[config.mk]
export PLATFORM = sky130hd
export DESIGN_NAME = seven_seg_scan_display
export DESIGN_NICKNAME = d
export VERILOG_FILES = /design/src/rtl/seven_seg_scan_display.sv
export SDC_FILE = /design/constraint.sdc
export NUM_CORES = 1
export LEC_CHECK = 0
export CORE_ASPECT_RATIO = 1.5
export CORE_MARGIN = 2
export CORE_UTILIZATION = 62
export CTS_BUF_LIST = sky130_fd_sc_hd__clkbuf_4
export DETAILED_ROUTE_END_ITERATION = 8
export PLACE_DENSITY = 0.82
export SETUP_SLACK_MARGIN = 0.15
export SYNTH_ARGS = -nofsm -noshare
export SYNTH_HDL_FRONTEND = slang
export SYNTH_SLANG_ARGS = --single-unit
export TNS_END_PERCENT = 5
[constraint.sdc]
create_clock -name clk -period 4.8 [get_ports clk]
set_input_delay 1.44 -clock clk [delete_from_list [all_inputs] [get_ports clk]]
set_output_delay 1.44 -clock clk [all_outputs]
set_load 0.005 [all_outputs]
[src/rtl/seven_seg_scan_display.sv]
// Signed decimal driver for a time-multiplexed common-anode 7-segment bank:
// clamp -> sequential double-dabble -> atomic commit, with a free-running digit scanner.

module seven_seg_digit_dec (
    input  logic [3:0] bcd,
    input  logic       blank,
    output logic [6:0] seg
);
    always_comb begin
        seg = 7'h7F;
        if (!blank) begin
            case (bcd)
                4'd0:    seg = 7'h40;
                4'd1:    seg = 7'h79;
                4'd2:    seg = 7'h24;
                4'd3:    seg = 7'h30;
                4'd4:    seg = 7'h19;
                4'd5:    seg = 7'h12;
                4'd6:    seg = 7'h02;
                4'd7:    seg = 7'h78;
                4'd8:    seg = 7'h00;
                4'd9:    seg = 7'h10;
                default: seg = 7'h7F;
            endcase
        end
    end
endmodule

module seven_seg_scan_display #(
    parameter int DATA_W     = 16,
    parameter int NUM_DIGITS = 4,
    parameter int SCAN_DIV   = 1000,
    parameter int LZ_BLANK   = 1
) (
    input  logic                  clk,
    input  logic                  rst_n,
    input  logic [DATA_W-1:0]     in_data,
    input  logic                  in_valid,
    output logic                  in_ready,
    output logic                  done,
    output logic [6:0]            seg,
    output logic                  dp,
    output logic [NUM_DIGITS-1:0] an
);
    function automatic longint pow10(input int n);
        longint p = 1;
        for (int i = 0; i < n; i++) p = p * 10;
        return p;
    endfunction

    localparam longint MAXV     = pow10(NUM_DIGITS) - 1;
    // When the bound exceeds the signed input range no input can reach it.
    localparam bit     CLAMP_EN = MAXV <= ((longint'(1) <<< (DATA_W - 1)) - 1);
    localparam logic signed [DATA_W:0] MAXV_S = CLAMP_EN ? (DATA_W+1)'(MAXV) : '0;
    localparam int BCD_W = 4 * NUM_DIGITS;
    localparam int CNT_W = $clog2(DATA_W);
    localparam int IDX_W = (NUM_DIGITS > 1) ? $clog2(NUM_DIGITS) : 1;
    localparam int PRE_W = $clog2(SCAN_DIV);

    typedef enum logic [1:0] {IDLE, CLAMP, SHIFT, COMMIT} state_t;

    state_t                         state;
    logic [DATA_W-1:0]              data_q;
    logic [DATA_W-1:0]              mag_q;
    logic [CNT_W-1:0]               cnt;
    logic [NUM_DIGITS-1:0][3:0]     bcd_q, bcd_adj, dig_q;
    logic                           sign_w, sign_q;

    logic signed [DATA_W:0]         ext, clamped;
    logic [DATA_W-1:0]              mag_c;

    // The extra bit keeps |most negative input| representable.
    always_comb begin
        ext     = {data_q[DATA_W-1], data_q};
        clamped = ext;
        if (CLAMP_EN && (ext > MAXV_S))
            clamped = MAXV_S;
        else if (CLAMP_EN && (ext < -MAXV_S))
            clamped = -MAXV_S;
        mag_c = clamped[DATA_W] ? DATA_W'(-clamped) : DATA_W'(clamped);
    end

    always_comb begin
        for (int k = 0; k < NUM_DIGITS; k++)
            bcd_adj[k] = (bcd_q[k] >= 4'd5) ? bcd_q[k] + 4'd3 : bcd_q[k];
    end

    always_ff @(posedge clk or negedge rst_n) begin
        if (!rst_n) begin
            state    <= IDLE;
            in_ready <= 1'b1;
            done     <= 1'b0;
            data_q   <= '0;
            mag_q    <= '0;
            cnt      <= '0;
            bcd_q    <= '0;
            sign_w   <= 1'b0;
            dig_q    <= '0;
            sign_q   <= 1'b0;
        end else begin
            done <= 1'b0;
            case (state)
                IDLE: begin
                    if (in_valid && in_ready) begin
                        data_q   <= in_data;
                        in_ready <= 1'b0;
                        state    <= CLAMP;
                    end
                end
                CLAMP: begin
                    mag_q  <= mag_c;
                    sign_w <= clamped[DATA_W];
                    bcd_q  <= '0;
                    cnt    <= CNT_W'(DATA_W - 1);
                    state  <= SHIFT;
                end
                SHIFT: begin
                    bcd_q <= BCD_W'({bcd_adj, mag_q[DATA_W-1]});
                    mag_q <= mag_q << 1;
                    cnt   <= cnt - CNT_W'(1);
                    if (cnt == '0) state <= COMMIT;
                end
                COMMIT: begin
                    dig_q    <= bcd_q;
                    sign_q   <= sign_w;
                    done     <= 1'b1;
                    in_ready <= 1'b1;
                    state    <= IDLE;
                end
                default: state <= IDLE;
            endcase
        end
    end

    logic [NUM_DIGITS-1:0]      blank;
    logic [NUM_DIGITS-1:0][6:0] seg_all;

    // A digit blanks only if it and everything above it are zero; units never blanks.
    always_comb begin
        logic zero_run;
        zero_run = 1'b1;
        blank    = '0;
        for (int k = NUM_DIGITS - 1; k >= 0; k--) begin
            zero_run = zero_run && (dig_q[k] == 4'd0);
            if (k != 0) blank[k] = (LZ_BLANK != 0) && zero_run;
        end
    end

    for (genvar k = 0; k < NUM_DIGITS; k++) begin : g_dig
        seven_seg_digit_dec u_dec (
            .bcd   (dig_q[k]),
            .blank (blank[k]),
            .seg   (seg_all[k])
        );
    end

    logic [PRE_W-1:0] pre;
    logic [IDX_W-1:0] idx;

    always_ff @(posedge clk or negedge rst_n) begin
        if (!rst_n) begin
            pre <= '0;
            idx <= '0;
            seg <= 7'h7F;
            dp  <= 1'b1;
            an  <= '1;
        end else begin
            if (pre == PRE_W'(SCAN_DIV - 1)) begin
                pre <= '0;
                idx <= (idx == IDX_W'(NUM_DIGITS - 1)) ? '0 : idx + IDX_W'(1);
            end else begin
                pre <= pre + PRE_W'(1);
            end
            seg <= seg_all[idx];
            an  <= ~(NUM_DIGITS'(1) << idx);
            dp  <= ~(sign_q && (idx == IDX_W'(NUM_DIGITS - 1)));
        end
    end
endmodule

==> run metrics, run 1 <==
count of unique library cells instantiated by Yosys=69; FF+latch count, synth=98; cell count after synthesis=630; fraction of synthesis flops using an asynchronous set or reset pin=1.00; clock input transition at the sequential cells of the worst setup and hold paths=around 0.17 ns; # rows=43; share of final-layout standard cells stronger than drive strength 1=0.119; setup repair after global routing missed its margin=false; Reg area=0.00247 sq mm; Worst Path Class, Setup=flop to flop; largest stage delay on the critical path=0.51 ns; kind of cell adding the most delay to the critical path=simple AND/OR/NAND/NOR gates; share of the cycle needed by the critical path after routing=0.789; slowest CP cell=or4b_4; sum of buffers and inverters on the critical path=1; Critical Path Start Type=flop; Starting Density=0.634; Gates resized, CTS repair=0; cell accounting for the most synthesized area=dfrtp_1; Pwr per Cell Area=507 mW/mm^2; setup bufs post-CTS=0; maximum level of the CTS H-tree=3; count of hold buffers inserted by post-cts repair=0; met2 Usage GRT=0.449; synthesized area=0.00580 sq mm; Final Hold Violating Endpoints=0; maximum resistive drop on vdd=~0.00046 V; mean area per synthesized cell=9.20 sq um; final setup violating endpoints=0; total of max-cap violations=0; total die area=0.0102 sq mm; share of the yosys chip area belonging to registers=0.426; Layout fillers=733; most used flip-flop cell after synthesis=dfrtp_1; Die W=83.0 um; maximum number of pins on one net before global-route repair=61; number of enable flip-flop cells after synthesis=0; most repeated library cell on the critical path=ha_1; layer with the highest usage=met2; core box area=0.00915 sq mm; cell with the most instances after synthesis=dfrtp_1; Final Worst Setup Slack=1.01 ns; number of global-route vias before repair=roughly 4400; cells taking the most area after synthesis=dfrtp_1, ha_1, dfstp_2; wire length of the first global-routing pass=20.0 mm; data arrival time of the worst path=between 4 and 5 ns; count of yosys warnings during synthesis=0; antenna violations before repair=0; critical path required time=between 5 and 6 ns; endpoint type of the worst setup path=flop; Period minus WS final=3.79 ns; Clock Latency Late Sink=0.49 ns; routability-driven placement congestion ratio=about 0.94; aggregate global-route resource usage=0.242; kind of path behind the tightest hold check=flop to flop; share of the synthesized area in the top cell type=0.367; area of the multi-input gates=approximately 0.003 sq mm; headroom to the max-slew limit=0.434; detailed-route DRC error count=0; Port Buffers=32; routed vias/inst=6.00; Least-Margin Pin Slew=between 0.8 and 0.9 ns; total grt overflow=0; CTS Sinks=between 90 and 100; Post-layout nets=709; Ports=33; number of iterations in the first detailed-routing pass=5; worst flop-to-flop path startpoint=data_q[8]$_DFFE_PN0P_; HPWL after DPL=8.53 mm; worst path cell trace=nor3_2, o21ai_0, a31o_2, nand3_1, ha_1, buf_4, nor3_1, ha_1, or4b_4, nor2_4, a21oi_2, a311o_1, o21ai_2; buffer cell driving the clock tree root=clkbuf_4; most common library cells after synthesis=dfrtp_1, o21ai_0, nor2_1, inv_1, nand2_1; number of vias after detailed routing=4594; post-route core utilization=0.693; pins over their slew limit=0; CP max FO=23; diode insertion count for antenna repair=0; drt total wl=11.5 mm; leakage power=2.61 nW; met1 layer usage reported by global route=0.264; CTS Buf Count=9; post-detailed-route wirelength per cell=15.0 um; first element of the critical path=data_q[8]$_DFFE_PN0P_; highest achievable clock rate=264 MHz; P&R area growth vs syn=9.41%; result of the run=completed; ANT nets after route=0; setup TNS=0 ns; Clock Skews=0.0178 ns; placement-stage worst setup slack=1.06 ns; Min-Delay Startpoint=sign_q$_DFFE_PN0P_; DRC violation total after the first TritonRoute iteration=~360; CTS max path bufs=2; overall die height=122 um; routing usage on met3=0.0491; number of nets produced by synthesis=690; clock tree from TritonCTS=built
## per-layer routing
layer	wire (um)	up-vias
li1	-	2276
met1	4540	2185
met2	6200	100
met3	349	33
met4	415	0
met5	0	-
## worst paths after layout
kind                                         end  slack [ns]  depth (start not counted)
min reg2reg                         dp$_DFF_PN1_        0.43                          1
min                                 dp$_DFF_PN1_        0.43                          1
max in group asynchronous   bcd_q[6]$_DFFE_PN0P_        3.07                          2
max reg2reg                mag_q[12]$_DFFE_PN0P_        1.01                         13
max                        mag_q[12]$_DFFE_PN0P_        1.01                         13
min in group asynchronous  dig_q[13]$_DFFE_PN0P_        0.95                          1
## state kept, by name, summed over array words and instances, names as in the netlist
| register | count |
|---|---|
| dig_q | 16 |
| done | 1 |
| state | 2 |
| sign_q | 1 |
| bcd_q | 16 |
| sign_w | 1 |
| in_ready | 1 |
| mag_q | 16 |
| seg | 7 |
| idx | 2 |
| an | 4 |
| cnt | 4 |
| data_q | 16 |
| pre | 10 |
| dp | 1 |
## cell usage in the layout (no fill, tap or decap), types with 11 or more instances in the layout
| cell type | instances |
|---|---|
| a21oi_1 | 39 |
| o21ai_0 | 60 |
| mux2_2 | 26 |
| dfrtp_1 | 85 |
| inv_1 | 52 |
| nand2b_1 | 11 |
| nor3_1 | 15 |
| xnor2_1 | 12 |
| nand2_1 | 51 |
| dfstp_2 | 13 |
| nand3_1 | 13 |
| o22ai_1 | 19 |
| nor2_1 | 55 |
| ha_1 | 41 |
| clkdlybuf4s50_1 | 31 |
## kinds of logic after synthesis
logic type | after synthesis | share of synthesized area
buffers and inverters | 82 | 0.0531
AND/OR/NAND/NOR | 176 | 0.148
multiplexers | 32 | 0.0609
AO/OA/AOI/OAI | 184 | 0.198
adder cells (fa/ha/maj) | 41 | 0.0885
flip-flops | 98 | 0.426
XOR/XNOR | 17 | 0.0257
## power by group
group          leakage (nW)  internal [mW]  switching [mW]  total, mW
Sequential             1.21           1.05           0.203       1.25
Combinational          1.32          0.622           0.869       1.49
Clock                0.0759          0.167           0.303      0.470
Total                  2.61           1.84            1.38       3.21
## final cells by class
class / instances / area share
inverter: 52 / 0.0308
sequential: 98 / 0.389
tap: 112 / 0.0221
clock buffer: 9 / 0.0107
timing repair buffer: 38 / 0.0572
clock inverter: 7 / 0.0138
multi-input combinational: 450 / 0.476
## through the flow
| step | cell area [sq um] | total power, mW | hold WS [ns] | cells |
|---|---|---|---|---|
| after detailed placement | 6190 | 2.75 | 0.412 | 750 |
| after global placement | 6190 | 2.67 | 0.396 | 750 |
| after CTS | 6340 | 3.23 | 0.432 | 766 |
| after floorplan | 5800 | 2.38 | 0.372 | 630 |
| after global routing | 6340 | 3.49 | 0.462 | 766 |
| final | 6340 | 3.21 | 0.434 | 766 |
Power figures use the tool's default switching activity.
==> inputs of run 2 (changes only) <==
Settings changed: CORE_UTILIZATION 62 to 56, PLACE_DENSITY 0.82 to 0.79.
Clock period 4.8 ns to 3.1 ns, I/O delays scaled along.
==> run 2 against run 1 <==
Against the previous run: combinational power grew 73%; utilization shrank 5.0 points; routed wire length is 3.4% higher; sequential share of layout area shrank 0.74 points; global-route usage down 1.3 points; clock power is 43% higher; worst setup slack worse by 0.96 ns; largest cell class unchanged.
==> run metrics, run 2 (synthesis gave the netlist of run 1 again) <==
count of hold buffers inserted by post-cts repair=0 (unchanged); maximum resistive drop on vdd=0.000831 V (was 0.000457 V); critical path required time=3.44 ns (was 5.22 ns); kind of path behind the tightest hold check=flop to flop (unchanged); largest stage delay on the critical path=0.50 ns (was 0.51 ns); routability-driven placement congestion ratio=0.971 (was 0.941); core box area=0.0101 sq mm (was 0.00915 sq mm); number of global-route vias before repair=4647 (was 4422); total die area=0.0112 sq mm (was 0.0102 sq mm); DRC violation total after the first TritonRoute iteration=271 (was 364); setup TNS=0 ns (unchanged); sequential fraction of design power=0.369 (was 0.390); total grt overflow=0 (unchanged); Ports=33 (unchanged); most frequent standard cell in the layout excluding fill and tap cells=dfrtp_1 (unchanged); Critical Path Start Type=flop (unchanged); flop2flop setup slack=0.06 ns (was 1.01 ns); CTS Sinks=98 (unchanged); Min-Delay Startpoint=sign_q$_DFFE_PN0P_ (unchanged); worst flop-to-flop path startpoint=data_q[0]$_DFFE_PN0P_ (was data_q[8]$_DFFE_PN0P_); CTS Buf Count=9 (unchanged); clock tree from TritonCTS=built (unchanged); number of iterations in the first detailed-routing pass=4 (was 5); Post-layout nets=721 (was 709); post-detailed-route wirelength per cell=15.2 um (was 15.0 um); Clock Skews=0.0227 ns (was 0.0178 ns); slowest CP cell=or4b_4 (unchanged); proportion of power drawn by the clock network=0.131 (was 0.146); setup repair after global routing missed its margin=true (was false); buffer cell driving the clock tree root=clkbuf_4 (unchanged); portion of total power attributed to combinational logic=0.500 (was 0.464); # rows=45 (was 43); count of cell instances traversed by the critical path=12 (was 13); pins over their slew limit=0 (unchanged); P&R area growth vs syn=11.9% (was 9.41%); data arrival time of the worst path=3.38 ns (was 4.21 ns); result of the run=completed (unchanged); share of final-layout standard cells stronger than drive strength 1=0.150 (was 0.119); kind of cell adding the most delay to the critical path=simple AND/OR/NAND/NOR gates (unchanged); endpoint type of the worst setup path=flop (unchanged); ANT nets after route=0 (unchanged); Clock Latency Late Sink=0.47 ns (was 0.49 ns); maximum number of pins on one net before global-route repair=62 (was 61); Period minus WS final=3.04 ns (was 3.79 ns); drt total wl=11.9 mm (was 11.5 mm); wire length of the first global-routing pass=20.5 mm (was 20.0 mm); Layout fillers=843 (was 733); antenna violations before repair=1 (was 0); Worst Path Class, Setup=flop to flop (unchanged); commonest cells after routing, fill and taps aside=dfrtp_1, o21ai_0, nor2_1 (unchanged); share of the cycle needed by the critical path after routing=0.982 (was 0.789); Pwr per Cell Area=796 mW/mm^2 (was 507 mW/mm^2); sum of buffers and inverters on the critical path=0 (was 1); aggregate global-route resource usage=0.229 (was 0.242); Crit Reg-Reg Endpoint=mag_q[10]$_DFFE_PN0P_ (was mag_q[12]$_DFFE_PN0P_); CP max FO=6 (was 23); leakage power=2.67 nW (was 2.61 nW); number of vias after detailed routing=4636 (was 4594); overall die height=129 um (was 122 um); Starting Density=0.575 (was 0.634); hold path endpoint=dp$_DFF_PN1_ (unchanged); hold depth=1 (unchanged); CTS max path bufs=2 (unchanged); Least-Margin Pin Slew=0.814 ns (was 0.848 ns); net switching share of the total power=0.430 (was 0.428); highest achievable clock rate=329 MHz (was 264 MHz); Final Hold Violating Endpoints=0 (unchanged); maximum level of the CTS H-tree=3 (unchanged); clock input transition at the sequential cells of the worst setup and hold paths=0.18 ns (was 0.17 ns); depth of the most critical reg-to-reg path=12 (was 13); placement-stage worst setup slack=0.0195 ns (was 1.06 ns); HPWL after DPL=8.82 mm (was 8.53 mm); final setup violating endpoints=0 (unchanged); Int Power=2.95 mW (was 1.84 mW); total of max-cap violations=0 (unchanged); Die W=87.1 um (was 83.0 um); detailed-route DRC error count=0 (unchanged); worst path cell trace=nor4_4, o21ai_1, a31o_2, nand3_2, ha_4, nor3_4, ha_2, or4b_4, nor2_4, nand2_1, o311ai_1, a21oi_1 (was nor3_2, o21ai_0, a31o_2, nand3_1, ha_1, buf_4, nor3_1, ha_1, or4b_4, nor2_4, a21oi_2, a311o_1, o21ai_2); headroom to the max-slew limit=0.457 (was 0.434); Final Worst Setup Slack=0.0573 ns (was 1.01 ns); net switching power of the design=2.22 mW (was 1.38 mW); routed vias/inst=5.91 (was 6.00); Port Buffers=32 (unchanged)
[run 2: cell types whose count changed in the layout (fill, tap and decap cells not counted), moves of 2 or more]
cell | before | now
buf_4 | 7 | 18
clkinv_4 | 1 | 3
dfrtp_1 | 85 | 79
ha_1 | 41 | 39
clkinvlp_4 | 2 | 0
dfrtp_2 | 0 | 6
[run 2: worst max path at each step]
stage	startpoint	to	slack, ns
2_1_floorplan	data_q[3]$_DFFE_PN0P_	mag_q[12]$_DFFE_PN0P_	-0.13
3_5_place_dp	data_q[3]$_DFFE_PN0P_	mag_q[10]$_DFFE_PN0P_	0.02
5_1_grt	data_q[0]$_DFFE_PN0P_	mag_q[10]$_DFFE_PN0P_	-0.1
3_3_place_gp	data_q[3]$_DFFE_PN0P_	mag_q[10]$_DFFE_PN0P_	0.14
4_1_cts	data_q[0]$_DFFE_PN0P_	mag_q[10]$_DFFE_PN0P_	0.05
6_report	data_q[0]$_DFFE_PN0P_	mag_q[10]$_DFFE_PN0P_	0.06
[run 2: power by group through the flow]
stage / clock, mW / combinational, mW / sequential, mW
after global placement: 0 / 2.45 / 1.91
after CTS: 0.687 / 2.58 / 1.90
final: 0.674 / 2.58 / 1.91
after detailed placement: 0 / 2.54 / 1.94
after global routing: 0.736 / 2.90 / 1.95
after floorplan: 0 / 1.91 / 1.87
[run 2: final cells by class]
cell class / count / area (sq um) / area share
clock buffer: 9 / 67.6 / 0.0104
tap: 117 / 146 / 0.0226
clock inverter: 7 / 71.3 / 0.0110
sequential: 98 / 2480 / 0.382
timing repair buffer: 50 / 465 / 0.0718
antenna: 1 / 2.50 / 0.000386
multi-input combinational: 450 / 3060 / 0.472
inverter: 52 / 195 / 0.0301
[run 2: routing by layer]
metal / track usage / share of wire / wire (um) / up-vias
li1: - / - / - / 2289
met1: 0.241 / 0.39 / 4590 / 2199
met2: 0.432 / 0.55 / 6490 / 111
met3: 0.0269 / 0.025 / 296 / 37
met4: 0.123 / 0.043 / 512 / 0
met5: 0 / 0 / 0 / -
[run 2: timing repair]
action | 4_1_cts | 5_1_grt
buffers inserted | 2 | 0
endpoints found under the hold margin | 0 | 0
endpoints found under the setup margin | 5 | 6
cloned | 0 | 0
pin swaps | 2 | 1
gates resized for setup | 2 | 3
[run 2: metrics by stage]
| step | total power [mW] | std cells | hold WS (ns) | utilization | instance area [sq um] |
|---|---|---|---|---|---|
| after floorplan | 3.79 | 630 | 0.372 | - | 5860 |
| after global placement | 4.36 | 765 | 0.403 | 0.627 | 6320 |
| after detailed placement | 4.48 | 765 | 0.401 | 0.627 | 6320 |
| after CTS | 5.17 | 783 | 0.424 | 0.643 | 6480 |
| after global routing | 5.58 | 784 | 0.439 | 0.643 | 6480 |
| final | 5.16 | 784 | 0.429 | 0.643 | 6480 |
==> inputs of run 3 (changes only) <==
Settings changed: REMOVE_ABC_BUFFERS set to 1.
==> run 3 against run 2 <==
Against the previous run: cell area is 2.9% higher; total power is 6.6% higher; fmax shrank 0.41%; worst setup slack lost 0.013 ns; register-to-register slack about the same; highest routed layer unchanged.
==> run metrics, run 3 (synthesis gave the netlist of run 1 again) <==
Final Hold Violating Endpoints=0 (unchanged); data arrival time of the worst path=3.46 ns (was 3.38 ns); antenna violations before repair=1 (unchanged); Starting Density=0.575 (unchanged); post-detailed-route wirelength per cell=15.3 um (was 15.2 um); share of final-layout standard cells stronger than drive strength 1=0.179 (was 0.150); Die W=87.1 um (unchanged); Clock Skews=0.0253 ns (was 0.0227 ns); highest achievable clock rate=327 MHz (was 329 MHz); proportion of power drawn by the clock network=0.122 (was 0.131); most frequent standard cell in the layout excluding fill and tap cells=dfrtp_1 (unchanged); endpoint type of the worst setup path=flop (unchanged); Period minus WS final=3.06 ns (was 3.04 ns); sequential fraction of design power=0.337 (was 0.369); Least-Margin Pin Slew=0.826 ns (was 0.814 ns); wire length of the first global-routing pass=21.0 mm (was 20.5 mm); clock tree from TritonCTS=built (unchanged); area of the multi-input gates=0.00307 sq mm (was 0.00306 sq mm); Reg area=0.00247 sq mm (was 0.00248 sq mm); post-route worst hold slack=0.429 ns (about the same); total design power=5.50 mW (was 5.16 mW); HPWL after DPL=9.06 mm (was 8.82 mm); maximum resistive drop on vdd=0.000657 V (was 0.000831 V); Worst Path Class, Setup=flop to flop (unchanged); CTS Sinks=98 (unchanged); Critical Path Start Type=flop (unchanged); detailed-route DRC error count=0 (unchanged); pins over their slew limit=0 (unchanged); critical path required time=3.50 ns (was 3.44 ns); overall die height=129 um (unchanged); net switching share of the total power=0.422 (was 0.430); total die area=0.0112 sq mm (unchanged); Layout fillers=815 (was 843); maximum number of pins on one net before global-route repair=43 (was 62); CP max FO=4 (was 6); area after detailed placement=0.00639 sq mm (was 0.00632 sq mm); final setup violating endpoints=0 (unchanged); DRC violation total after the first TritonRoute iteration=303 (was 271); routed vias/inst=5.96 (was 5.91); portion of total power attributed to combinational logic=0.541 (was 0.500); headroom to the max-slew limit=0.449 (was 0.457); # rows=45 (unchanged); CTS Buf Count=9 (unchanged); number of vias after detailed routing=4811 (was 4636); Int Power=3.18 mW (was 2.95 mW); share of the cycle needed by the critical path after routing=0.986 (was 0.982); total grt overflow=0 (unchanged); Post-layout nets=744 (was 721); aggregate global-route resource usage=0.235 (was 0.229); number of global-route vias before repair=4823 (was 4647); leakage power=2.80 nW (was 2.67 nW); CTS max path bufs=2 (unchanged); net switching power of the design=2.32 mW (was 2.22 mW); maximum level of the CTS H-tree=3 (unchanged); final instance area=0.00667 sq mm (was 0.00648 sq mm); Port Buffers=32 (unchanged); P&R area growth vs syn=15.1% (was 11.9%); drt total wl=12.4 mm (was 11.9 mm); setup TNS=0 ns (unchanged); clock input transition at the sequential cells of the worst setup and hold paths=0.16 ns (was 0.18 ns); total of max-cap violations=0 (unchanged); Ports=33 (unchanged); commonest cells after routing, fill and taps aside=dfrtp_1, o21ai_0, nor2_1 (unchanged); buffer cell driving the clock tree root=clkbuf_4 (unchanged); Clock Latency Late Sink=0.47 ns (about the same); setup repair after global routing missed its margin=true (unchanged); kind of path behind the tightest hold check=input pin to async pin (was flop to flop); number of iterations in the first detailed-routing pass=4 (unchanged); routability-driven placement congestion ratio=0.961 (was 0.971); core box area=0.0101 sq mm (unchanged); Pwr per Cell Area=825 mW/mm^2 (was 796 mW/mm^2); ANT nets after route=0 (unchanged); result of the run=completed (unchanged)
==> run 3: cell types whose count changed in the layout (fill, tap and decap cells not counted), moves of 2 or more <==
cell	previous run	this run
buf_4	18	39
buf_6	0	2
dfrtp_1	79	84
dfrtp_2	6	1
inv_6	2	0
==> run 3: final timing paths <==
path / startpoint / to / slack, ns / cells after the start
worst max-delay path: data_q[0]$_DFFE_PN0P_ / mag_q[12]$_DFFE_PN0P_ / 0.04 / 14
worst min-delay path: rst_n / dig_q[13]$_DFFE_PN0P_ / 0.43 / 1
worst max register to register: data_q[0]$_DFFE_PN0P_ / mag_q[12]$_DFFE_PN0P_ / 0.04 / 14
worst min register to register: sign_q$_DFFE_PN0P_ / dp$_DFF_PN1_ / 0.43 / 1
max in group asynchronous: rst_n / bcd_q[9]$_DFFE_PN0P_ / 1.92 / 2
min in group clk: sign_q$_DFFE_PN0P_ / dp$_DFF_PN1_ / 0.43 / 1
==> run 3: cell type report <==
cell class / count / share of cell area
Clock inverter: 7 / 0.0111
Inverter: 52 / 0.0293
Sequential cell: 98 / 0.370
Tap cell: 117 / 0.0219
Clock buffer: 9 / 0.0101
Timing Repair Buffer: 73 / 0.0968
Antenna cell: 1 / 0.000375
Multi-Input combinational cell: 450 / 0.460
==> run 3: routing by layer <==
| metal | GRT usage | wire length [um] | vias up |
|---|---|---|---|
| met5 | 0 | 0 | - |
| met1 | 0.245 | 4690 | 2303 |
| met3 | 0.0308 | 387 | 46 |
| li1 | - | - | 2332 |
| met4 | 0.149 | 627 | 0 |
| met2 | 0.432 | 6650 | 130 |
==> run 3: worst max-delay path, cell delays in order (launching register included) <==
cell and delay, ns:
dfrtp_1 0.43, nor4_2 0.24, buf_4 0.16, o21ai_2 0.05
a31o_2 0.22, nand3_2 0.09, ha_4 0.22, nor3_4 0.18
ha_2 0.20, or4b_4 0.49, nor2_4 0.15, buf_6 0.13
a21oi_2 0.05, a311o_1 0.28, o21ai_2 0.11
==> run 3: stage by stage <==
step	utilization	setup WS, ns	instances
after floorplan	-	-0.414	600
after global placement	0.634	0.00732	779
after detailed placement	0.634	-0.159	779
after CTS	0.659	0.0382	804
after global routing	0.662	-0.0739	807
final	0.662	0.0448	807
==> run 3: timing repair <==
action | CTS | global route
gates resized for setup | 11 | 3
setup buffers | 9 | 2
pin swaps | 12 | 6
endpoints found under the setup margin | 6 | 9
hold buffers | 0 | 0
==> run 3: power groups by stage <==
stage,clock network (mW),registers (mW),logic [mW]
2_1_floorplan,0,1.88,1.73
3_3_place_gp,0,1.86,2.59
3_5_place_dp,0,1.88,2.67
4_1_cts,0.689,1.86,2.90
5_1_grt,0.731,1.90,3.31
6_report,0.670,1.86,2.98
